===== src/rtl/dbg_pkg.sv =====
// Shared types and constants for the debug-page selector.
// Holds the page enum, the default debounce length and the data width.
package dbg_pkg;

  typedef enum logic [1:0] {
    PAGE_PC     = 2'd0,
    PAGE_INSTR  = 2'd1,
    PAGE_RF     = 2'd2,
    PAGE_RETIRE = 2'd3
  } dbg_page_e;

  localparam int unsigned DEBOUNCE_DEFAULT = 1_000_000;
  localparam int unsigned XLEN = 32;

endpackage


===== src/rtl/btn_debounce.sv =====
// 2-FF synchronizer + counter debounce for one raw board input.
// Ports: clk, reset_n, raw in; stable level and one-cycle rise pulse out.
module btn_debounce
  import dbg_pkg::*;
#(
  parameter int unsigned DEBOUNCE_CYCLES = DEBOUNCE_DEFAULT
) (
  input  logic clk,
  input  logic reset_n,
  input  logic raw,
  output logic stable,
  output logic rise
);

  localparam int unsigned CW =
    (DEBOUNCE_CYCLES > 1) ? $clog2(DEBOUNCE_CYCLES) : 1;
  localparam logic [CW-1:0] LAST = CW'(DEBOUNCE_CYCLES - 1);

  logic [1:0]    sync;
  logic [CW-1:0] cnt;
  logic          stable_q;

  always_ff @(posedge clk or negedge reset_n) begin
    if (!reset_n) begin
      sync     <= '0;
      cnt      <= '0;
      stable   <= 1'b0;
      stable_q <= 1'b0;
    end else begin
      sync     <= {sync[0], raw};
      stable_q <= stable;
      if (sync[1] == stable) begin
        cnt <= '0;
      end else if (cnt == LAST) begin
        stable <= sync[1];
        cnt    <= '0;
      end else begin
        cnt <= cnt + CW'(1);
      end
    end
  end

  assign rise = stable & ~stable_q;

endmodule


===== src/rtl/dbg_display_sel.sv =====
// Debug-page selector feeding the 7-seg driver; DBG_RETIRE_CNT_EN
// enables the retire counter (page 3). Ports: buttons, CPU state, display.
module dbg_display_sel
  import dbg_pkg::*;
#(
  parameter int unsigned DEBOUNCE_CYCLES = DEBOUNCE_DEFAULT
) (
  input  logic            clk,
  input  logic            reset_n,
  input  logic            btn_next,
  input  logic            btn_half,
  input  logic            sw_freeze,
  input  logic [XLEN-1:0] cpu_pc,
  input  logic [XLEN-1:0] cpu_instr,
  input  logic [XLEN-1:0] cpu_rf_data,
  input  logic            cpu_retire,
  output logic [XLEN-1:0] dbg_data,
  output logic [1:0]      page,
  output logic            half,
  output logic            frozen
);

  logic next_stable, next_rise;
  logic half_stable, half_rise;
  logic frz_rise;

  btn_debounce #(.DEBOUNCE_CYCLES(DEBOUNCE_CYCLES)) u_next (
    .clk     (clk),
    .reset_n (reset_n),
    .raw     (btn_next),
    .stable  (next_stable),
    .rise    (next_rise)
  );

  btn_debounce #(.DEBOUNCE_CYCLES(DEBOUNCE_CYCLES)) u_half (
    .clk     (clk),
    .reset_n (reset_n),
    .raw     (btn_half),
    .stable  (half_stable),
    .rise    (half_rise)
  );

  btn_debounce #(.DEBOUNCE_CYCLES(DEBOUNCE_CYCLES)) u_frz (
    .clk     (clk),
    .reset_n (reset_n),
    .raw     (sw_freeze),
    .stable  (frozen),
    .rise    (frz_rise)
  );

  dbg_page_e page_q;
  logic      half_q;

  always_ff @(posedge clk or negedge reset_n) begin
    if (!reset_n) begin
      page_q <= PAGE_PC;
      half_q <= 1'b0;
    end else begin
      if (next_rise)
        page_q <= dbg_page_e'(page_q + 2'd1);
      if (half_rise)
        half_q <= ~half_q;
    end
  end

  assign page = page_q;
  assign half = half_q;

  logic [XLEN-1:0] retire_src;

`ifdef DBG_RETIRE_CNT_EN
  logic [XLEN-1:0] retire_cnt;

  always_ff @(posedge clk or negedge reset_n) begin
    if (!reset_n)
      retire_cnt <= '0;
    else if (cpu_retire)
      retire_cnt <= retire_cnt + XLEN'(1);
  end

  assign retire_src = retire_cnt;

  logic unused;
  assign unused = ^{next_stable, half_stable, frz_rise};
`else
  assign retire_src = '0;

  logic unused;
  assign unused = ^{next_stable, half_stable, frz_rise, cpu_retire};
`endif

  // All four pages load together so a frozen view is one coherent cycle.
  logic [XLEN-1:0] snap [4];

  always_ff @(posedge clk or negedge reset_n) begin
    if (!reset_n) begin
      for (int i = 0; i < 4; i++)
        snap[i] <= '0;
    end else if (!frozen) begin
      snap[PAGE_PC]     <= cpu_pc;
      snap[PAGE_INSTR]  <= cpu_instr;
      snap[PAGE_RF]     <= cpu_rf_data;
      snap[PAGE_RETIRE] <= retire_src;
    end
  end

  logic [XLEN-1:0] sel;
  assign sel = snap[page_q];

  always_ff @(posedge clk or negedge reset_n) begin
    if (!reset_n)
      dbg_data <= '0;
    else
      dbg_data <= {16'h0, half_q ? sel[31:16] : sel[15:0]};
  end

endmodule


===== config.mk =====
export PLATFORM = sky130hd
export DESIGN_NAME = dbg_display_sel
export DESIGN_NICKNAME = d
export VERILOG_FILES = /design/src/rtl/dbg_pkg.sv /design/src/rtl/btn_debounce.sv /design/src/rtl/dbg_display_sel.sv
export SDC_FILE = /design/constraint.sdc
export NUM_CORES = 1
export LEC_CHECK = 0
export ABC_AREA = 1
export BUFFER_PORTS_ARGS = -buffer_cell sky130_fd_sc_hd__buf_2
export CAP_MARGIN = 5
export CORE_MARGIN = 2
export CORE_UTILIZATION = 49
export CTS_CLUSTER_SIZE = 14
export DETAILED_ROUTE_END_ITERATION = 7
export HOLD_SLACK_MARGIN = 0.15
export PLACE_DENSITY = 0.78
export SYNTH_ARGS = -nofsm -noshare
export SYNTH_HDL_FRONTEND = slang
export SYNTH_HIERARCHICAL = 1
export SYNTH_SLANG_ARGS = --single-unit

===== constraint.sdc =====
create_clock -name clk -period 3.2 [get_ports clk]
set_input_delay 0.16 -clock clk [delete_from_list [all_inputs] [get_ports clk]]
set_output_delay 0.16 -clock clk [all_outputs]
set_load 0.02 [all_outputs]

# [Yosys cells after proc, flatten, opt, wreduce, memory -nomap -nowiden]
# Index checks and enable logic that the tools add are counted.
[word_totals] out_inout_bits=36 in_bits=102 register_bits=186
[op_classes] n_lt_le_gt_ge=1 bitwise=9 n_eq_ne=6 n_reduce_logical=3 add_sub_neg=4 muxes=10
[op_table] op="two-way mux 20 bit" count=6
[op_table] op="binary-select mux 32 bit (select 2 bit)" count=1
[op_table] op="two-way mux 32 bit" count=2
[op_table] op="adder 20 x 1 -> 20 bit (second input constant)" count=3
[op_table] op="== test 20 bit (second input constant)" count=3
[op_table] op="two-way mux 16 bit" count=1
[op_table] op="NOT 1 bit" count=6
[op_table] op="AND reduction 2 bit" count=3
[op_table] op="== test 1 bit" count=3
[op_table] op="greater-or-equal comparator 3 bit (second input constant)" count=1
[op_table] op="NOT 2 -> 3 bit" count=1
[op_table] op="adder 2 x 1 -> 2 bit (second input constant)" count=1
[op_table] op="AND 1 bit" count=2

# [Depth between registers and ports, before layout]
# Gate-level depths: netlist of the first run.
[logic_depth] word_depth=5 depth_mapped=10

# [Hierarchy]
# Netlist of the first run, hierarchy kept.
[modules_own_cells] module="dbg_display_sel" cells_per_inst=660 area_per_inst_um2=5595.4 n_inst=1 seq_area_each_um2=2877.8
[modules_own_cells] module="btn_debounce" cells_per_inst=163 area_per_inst_um2=1293.7 n_inst=3 seq_area_each_um2=600.6

# [Worst setup path before layout of the first run]
# Ideal clock, no wire load.
[synth_timing] kind="flip-flop to flip-flop" start="register u_frz.stable" end="register snap[37] (netlist name)" path_slack_ns=1.812 setup_ns=0.125 stages_incl_launch_ff=4 period_less_slack_ns=1.388 t_arrival_ns=1.264 path_cell_list="dfrtp_1 buf_2 buf_2 mux2_2"
[synth_lines] item="start, declared" line_no="btn_debounce.sv:11" text="output logic stable,"
[synth_lines] item="start signal, assigned" line_no="btn_debounce.sv:35" text="stable <= sync[1];"
[synth_lines] item="end signal, assigned by index" line_no="dbg_display_sel.sv:100" text="snap[PAGE_PC] <= cpu_pc;"
[synth_lines] item="end signal, assigned by index" line_no="dbg_display_sel.sv:101" text="snap[PAGE_INSTR] <= cpu_instr;"
[synth_lines] item="end signal, assigned by index" line_no="dbg_display_sel.sv:102" text="snap[PAGE_RF] <= cpu_rf_data;"
[synth_lines] item="end, declared" line_no="dbg_display_sel.sv:93" text="logic [XLEN-1:0] snap [4];"
# No word-level cell between the ends.

# [Worst setup path after layout of the first run]
[layout_timing] start="register half_q, in the netlist half" end="register dbg_data[2]"
[layout_between] elab_chain_cells=1
[layout_rtl] item="start, declared" line_no="dbg_display_sel.sv:52" text="logic half_q;"
[layout_rtl] item="start signal, assigned" line_no="dbg_display_sel.sv:62" text="half_q <= ~half_q;"
[layout_rtl] item="two-way mux 16 bit" line_no="dbg_display_sel.sv:114" text="dbg_data <= {16'h0, half_q ? sel[31:16] : sel[15:0]};"
[layout_rtl] item="end signal, assigned" line_no="dbg_display_sel.sv:114"
[layout_rtl] item="end, declared" line_no="dbg_display_sel.sv:17" text="output logic [XLEN-1:0] dbg_data,"
# No other way between the ends.
# A chain may end at the register's enable or synchronous reset.

==> metrics, run 1 <==
status=complete, no violations; Worst-path clk slew=0.07 ns; Sum Neg Setup Slack=0 ns; buffer and inverter count on the worst path=3; GRT Residual Overflow=0; worst clock skew=0.01031 ns; post-cts resize count=0; CTS tree=built; Hold WC Path Type=in2async; max cap viols=0; critical path launch point type=flop; Post-Syn Area per Cell=8.237 sq um; register area=0.004658 sq mm; Total GRT Usage=23.95%; routed len/inst=14.62 microns; CTS buffer count=17; root buffer cell=clkbuf_16; hold_buf cts=100; post-CTS setup buffer count=0; Slew @ Worst Pin=0.7570 ns; Die Y-Extent=142.9 microns; core area=0.01883 sq mm; Critical Path Sink Type=flop; Slew HR=49.54%; num rows=50; Final min period=1.833 ns; vias post-DR=8,063; critical path's largest stage delay=0.82 ns; first-iteration detailed-routing DRC count=529; Layout Nets=1,457; Max clock buf depth=2; slowest CP cell=dfrtp_1; leakage=5.778 nW; CTS H-tree depth=4; Fmax=545.6 MHz; Hold Fails Final Rpt=0; fillers=1,519; final non-filler cell total=1,628; crit path kind=reg2reg; Initial Util=50.17%; Post-Route WL=23,800 microns; Final Setup Violations=0; Layout area overhead=23.68%; vias in the first global route=8,070; Vias/cell=4.953; total power=0.004862 W; YS warnings=6; DIE AREA=0.02041 sq mm; die width=142.9 microns; share of cells above drive strength 1=19.41%; mapped cell area=0.009448 sq mm; I/O Buffers=120; Worst EP arrival=2.21 ns; # IOs=138; Remaining DRCs=0; multi-input logic area=0.003857 sq mm; Post-Synthesis Cells=1,147; CP max FO=19; antenna violations before repair=1; TritonRoute pass-1 iters=7; dpl cells=1,493; RSZ-0062 raised after global routing=no; Antenna Nets Post-Route=0; max-slew violations=0; crit-path cells=inv_1, nand2_1, inv_1, nand2_1, nand2_1, inv_1; RePlAce Congestion=0.9437; Critical Path RT=3.58 ns; clock sinks=186; crit-path leading delay family=flip-flops; Final Cycle Share=57.27%; clk_lat worst skew=0.43 ns; Max VDD drop=0.3718 mV; first-pass GRT wire length=38,000 microns; post-detail-place hpwl=15,420 microns; power per cell area=416.1 mW/mm^2; pin count of the biggest net entering global routing=124
flip-flops by register name (all words and copies together), names as in the netlist, 2 cells and up:
name,cells
u_frz/sync,2
dbg_data,16
page,2
u_next/cnt,20
u_half/sync,2
snap,96
u_frz/cnt,20
u_next/sync,2
u_half/cnt,20
per-stage QoR:
stage	area, sq um	util, %	hold WS (ns)	setup WS (ns)
2_1_floorplan	9504	-	-0.1356	1.826
3_3_place_gp	10130	53.81	0.2058	1.491
3_5_place_dp	10130	53.81	0.2044	1.457
4_1_cts	11680	62.01	0.3137	1.439
5_1_grt	11680	62.03	0.3333	1.273
6_report	11690	62.05	0.2759	1.367
worst reg2reg max path, stage by stage, from the launching register on:
cell and delay [ns]:
dfrtp_1 0.82, inv_1 0.46, nand2_1 0.18, inv_1 0.09, nand2_1 0.12, nand2_1 0.06
inv_1 0.05
final timing paths:
check / from / to / slack (ns) / cells past startpoint
worst min-delay path: reset_n / u_frz/cnt[17] / 0.28 / 2
max in group asynchronous: reset_n / snap[65] / 2.06 / 3
worst max register to register: half / dbg_data[2] / 1.37 / 6
worst min register to register: u_frz/sync[0] / u_frz/sync[1] / 0.35 / 0
min in group clk: u_frz/sync[0] / u_frz/sync[1] / 0.35 / 0
worst max-delay path: half / dbg_data[2] / 1.37 / 6
placed cells by master (no fill, tap or decap), types with 4 or more instances in the layout:
master / instances
a21oi_1: 73
buf_2: 119
buf_4: 4
clkbuf_16: 17
clkinvlp_4: 5
conb_1: 16
dfrtp_1: 185
dlygate4sd3_1: 100
inv_1: 158
inv_2: 4
mux2_2: 32
nand2_1: 222
nand2_2: 15
nand3_1: 83
nand3_2: 20
nand4_1: 12
nor2_1: 185
nor2_2: 27
nor3_1: 9
o21ai_0: 7
o21ai_1: 7
xnor2_1: 6
xor2_1: 23
power breakdown:
group / leakage, nW / internal (W) / switching, W / total [W]
clock network: 0.254 / 0.00105 / 0.000909 / 0.00196
logic: 3.21 / 0.000198 / 0.000228 / 0.000426
registers: 2.32 / 0.00243 / 0.0000391 / 0.00247
total: 5.78 / 0.00369 / 0.00118 / 0.00486
layer usage:
layer | global-route usage, % | wire length, microns
met4 | 12.66 | 1011
met2 | 40.11 | 11450
met1 | 29.49 | 10030
met5 | 0 | 0
met3 | 4.527 | 1314
cell type report:
class	count	share of cell area, %
Sequential cell	186	39.86
Antenna cell	3	0.06425
Clock inverter	10	0.5996
Inverter	163	5.258
Tap cell	260	2.784
Timing Repair Buffer	226	14.36
Multi-Input combinational cell	758	33.01
Clock buffer	22	4.058
Note: power is estimated with default switching activity, not from simulation.
==> inputs of run 2 (changes only) <==
==> constraint.sdc (replaced) <==
create_clock -name clk -period 1.8 [get_ports clk]
set_input_delay 0.09 -clock clk [delete_from_list [all_inputs] [get_ports clk]]
set_output_delay 0.09 -clock clk [all_outputs]
set_load 0.02 [all_outputs]
==> run 2 against run 1 <==
Effect of this change: critical path type unchanged; via count rose by 0.52%; largest cell class unchanged; non-clock buffer count rose by 15; core utilization rose by 0.96 points; clock power rose by 82%; hold slack got worse by 0.050 ns; clock-buffer cell count did not move; die area did not move; highest routed layer unchanged.
==> metrics, run 2 (synthesized netlist as in run 1, its figures left out) <==
Total GRT Usage=24.89% (+0.94 points); Critical Path RT=2.11 ns (-1.47 ns); antenna violations before repair=1 (unchanged); worst clock skew=0.01184 ns (+0.001531 ns); Hold Fails Final Rpt=0 (unchanged); CTS buffer count=17 (unchanged); pre-CTS setup slack=0.2656 ns (-1.191 ns); share of cells above drive strength 1=20.22% (+0.80 points); status=complete, no violations; GRT Residual Overflow=0 (unchanged); Vias/cell=4.939 (-0.28%); Largest register FFs=96 (unchanged); CTS tree=built; post-CTS setup buffer count=0 (unchanged); Post-Route WL=24,060 microns (+1.1%); routed len/inst=14.66 microns (+0.28%); clock sinks=186 (unchanged); Worst EP arrival=1.95 ns (-0.26 ns); most frequent cells in the layout=222 x nand2_1, 185 x nor2_1, 185 x dfrtp_1; hold_buf cts=100 (unchanged); Fmax=609.4 MHz (+12%); pin count of the biggest net entering global routing=76 (-39%); Max clock buf depth=2 (unchanged); largest register by flop count=snap; Setup WS post-layout=0.1592 ns (-1.208 ns); Layout Nets=1,472 (+1.0%); RePlAce Congestion=0.8751 (-7.3%); first-iteration detailed-routing DRC count=550 (+4.0%); Initial Util=50.17% (unchanged); first-pass GRT wire length=39,330 microns (+3.5%); Layout area overhead=25.60%; Final Setup Violations=0 (unchanged); post-detail-place hpwl=15,640 microns (+1.4%); core area=0.01883 sq mm (unchanged); DIE AREA=0.02041 sq mm (unchanged); crit path kind=reg2reg; power per cell area=737.5 mW/mm^2 (+77%); critical path launch point type=flop; root buffer cell=clkbuf_16; met1 Resource Use GR=30.54% (+1.1 points); slowest CP cell=dfrtp_4; Remaining DRCs=0 (unchanged); GR Util met2=42.26% (+2.2 points); num rows=50 (unchanged); RSZ-0062 raised after global routing=no; DP Area=0.01031 sq mm (+1.7%); I/O Buffers=120 (unchanged); CTS H-tree depth=4 (unchanged); final instance area=0.01187 sq mm (+1.6%); max cap viols=0 (unchanged); critical path's largest stage delay=0.54 ns (-0.28 ns); max-slew violations=0 (unchanged); post-cts resize count=0 (unchanged); CP max FO=75 (+56); TritonRoute pass-1 iters=6 (-1); Sum Neg Setup Slack=0 ns (unchanged); Final Cycle Share=91.16% (+34 points); most common cell after layout, fill and taps aside=nand2_1; vias post-DR=8,105 (+0.52%); vias in the first global route=8,280 (+2.6%); Worst-path clk slew=0.07 ns (about the same); Antenna Nets Post-Route=0 (unchanged); Max VDD drop=0.6778 mV (+82%); die width=142.9 microns (unchanged); Critical Path Sink Type=flop; crit-path cells=buf_12, buf_4, nor2_1, a21oi_1; Hold WC Path Type=in2async; Slew HR=59.94% (+10 points); global routing usage on met3=5.869% (+1.3 points); clk_lat worst skew=0.44 ns (about the same); Die Y-Extent=142.9 microns (unchanged); leakage=5.890 nW (+1.9%); Slew @ Worst Pin=0.6008 ns (-0.1561 ns); # IOs=138 (unchanged); Final min period=1.641 ns (-0.1919 ns); GR peak layer=met2
==> run 2: power breakdown <==
part	leakage [nW]	total [W]	switching (W)	internal [W]
clock network	0.271	0.00357	0.00159	0.00198
logic	3.30	0.000778	0.000410	0.000369
registers	2.32	0.00440	0.0000719	0.00433
total	5.89	0.00875	0.00207	0.00668
==> run 2: cell type report <==
| class | instances | area, sq um |
|---|---|---|
| clock inverter | 10 | 91.34 |
| timing repair buffer | 241 | 1853 |
| tap | 260 | 325.3 |
| fill | 1509 | 6964 |
| multi-input combinational | 758 | 3857 |
| clock buffer | 22 | 464.2 |
| inverter | 163 | 614.3 |
| sequential | 186 | 4658 |
| antenna | 1 | 2.502 |
==> run 2: path summary, 6_finish.rpt <==
kind / cells past startpoint / slack (ns) / endpoint / from
max: 4 / 0.16 / snap[112] / u_frz/stable
min: 2 / 0.23 / u_frz/cnt[19] / reset_n
max reg2reg: 4 / 0.16 / snap[112] / u_frz/stable
min reg2reg: 0 / 0.35 / u_half/sync[1] / u_half/sync[0]
max in group asynchronous: 3 / 0.98 / snap[44] / reset_n
min in group clk: 2 / 0.31 / u_half/sync[0] / btn_half
==> run 2: per-stage QoR <==
step	power [W]	hold slack [ns]	utilization (%)	cells
final	0.008751	0.2257	63.02	1641
after global placement	0.005051	0.1213	54.74	1508
after floorplan	0.004765	-0.2056	-	1162
after CTS	0.008801	0.2387	63.00	1640
after global routing	0.009072	0.2821	63.02	1641
after detailed placement	0.005070	0.1197	54.74	1508
==> run 2: per-layer routing <==
metal	part of all wire, %	wire length [microns]
met4	3.6	866
met2	49	11900
met1	41	9799
met3	6.2	1494
met5	0	0
==> run 2: critical path: cells and delay by family (launching register included) <==
| kind | cells | cell delay, ns |
|---|---|---|
| buf+inv | 2 | 0.59 |
| flops | 1 | 0.54 |
| compound gates | 1 | 0.28 |
| simple gates | 1 | 0.07 |
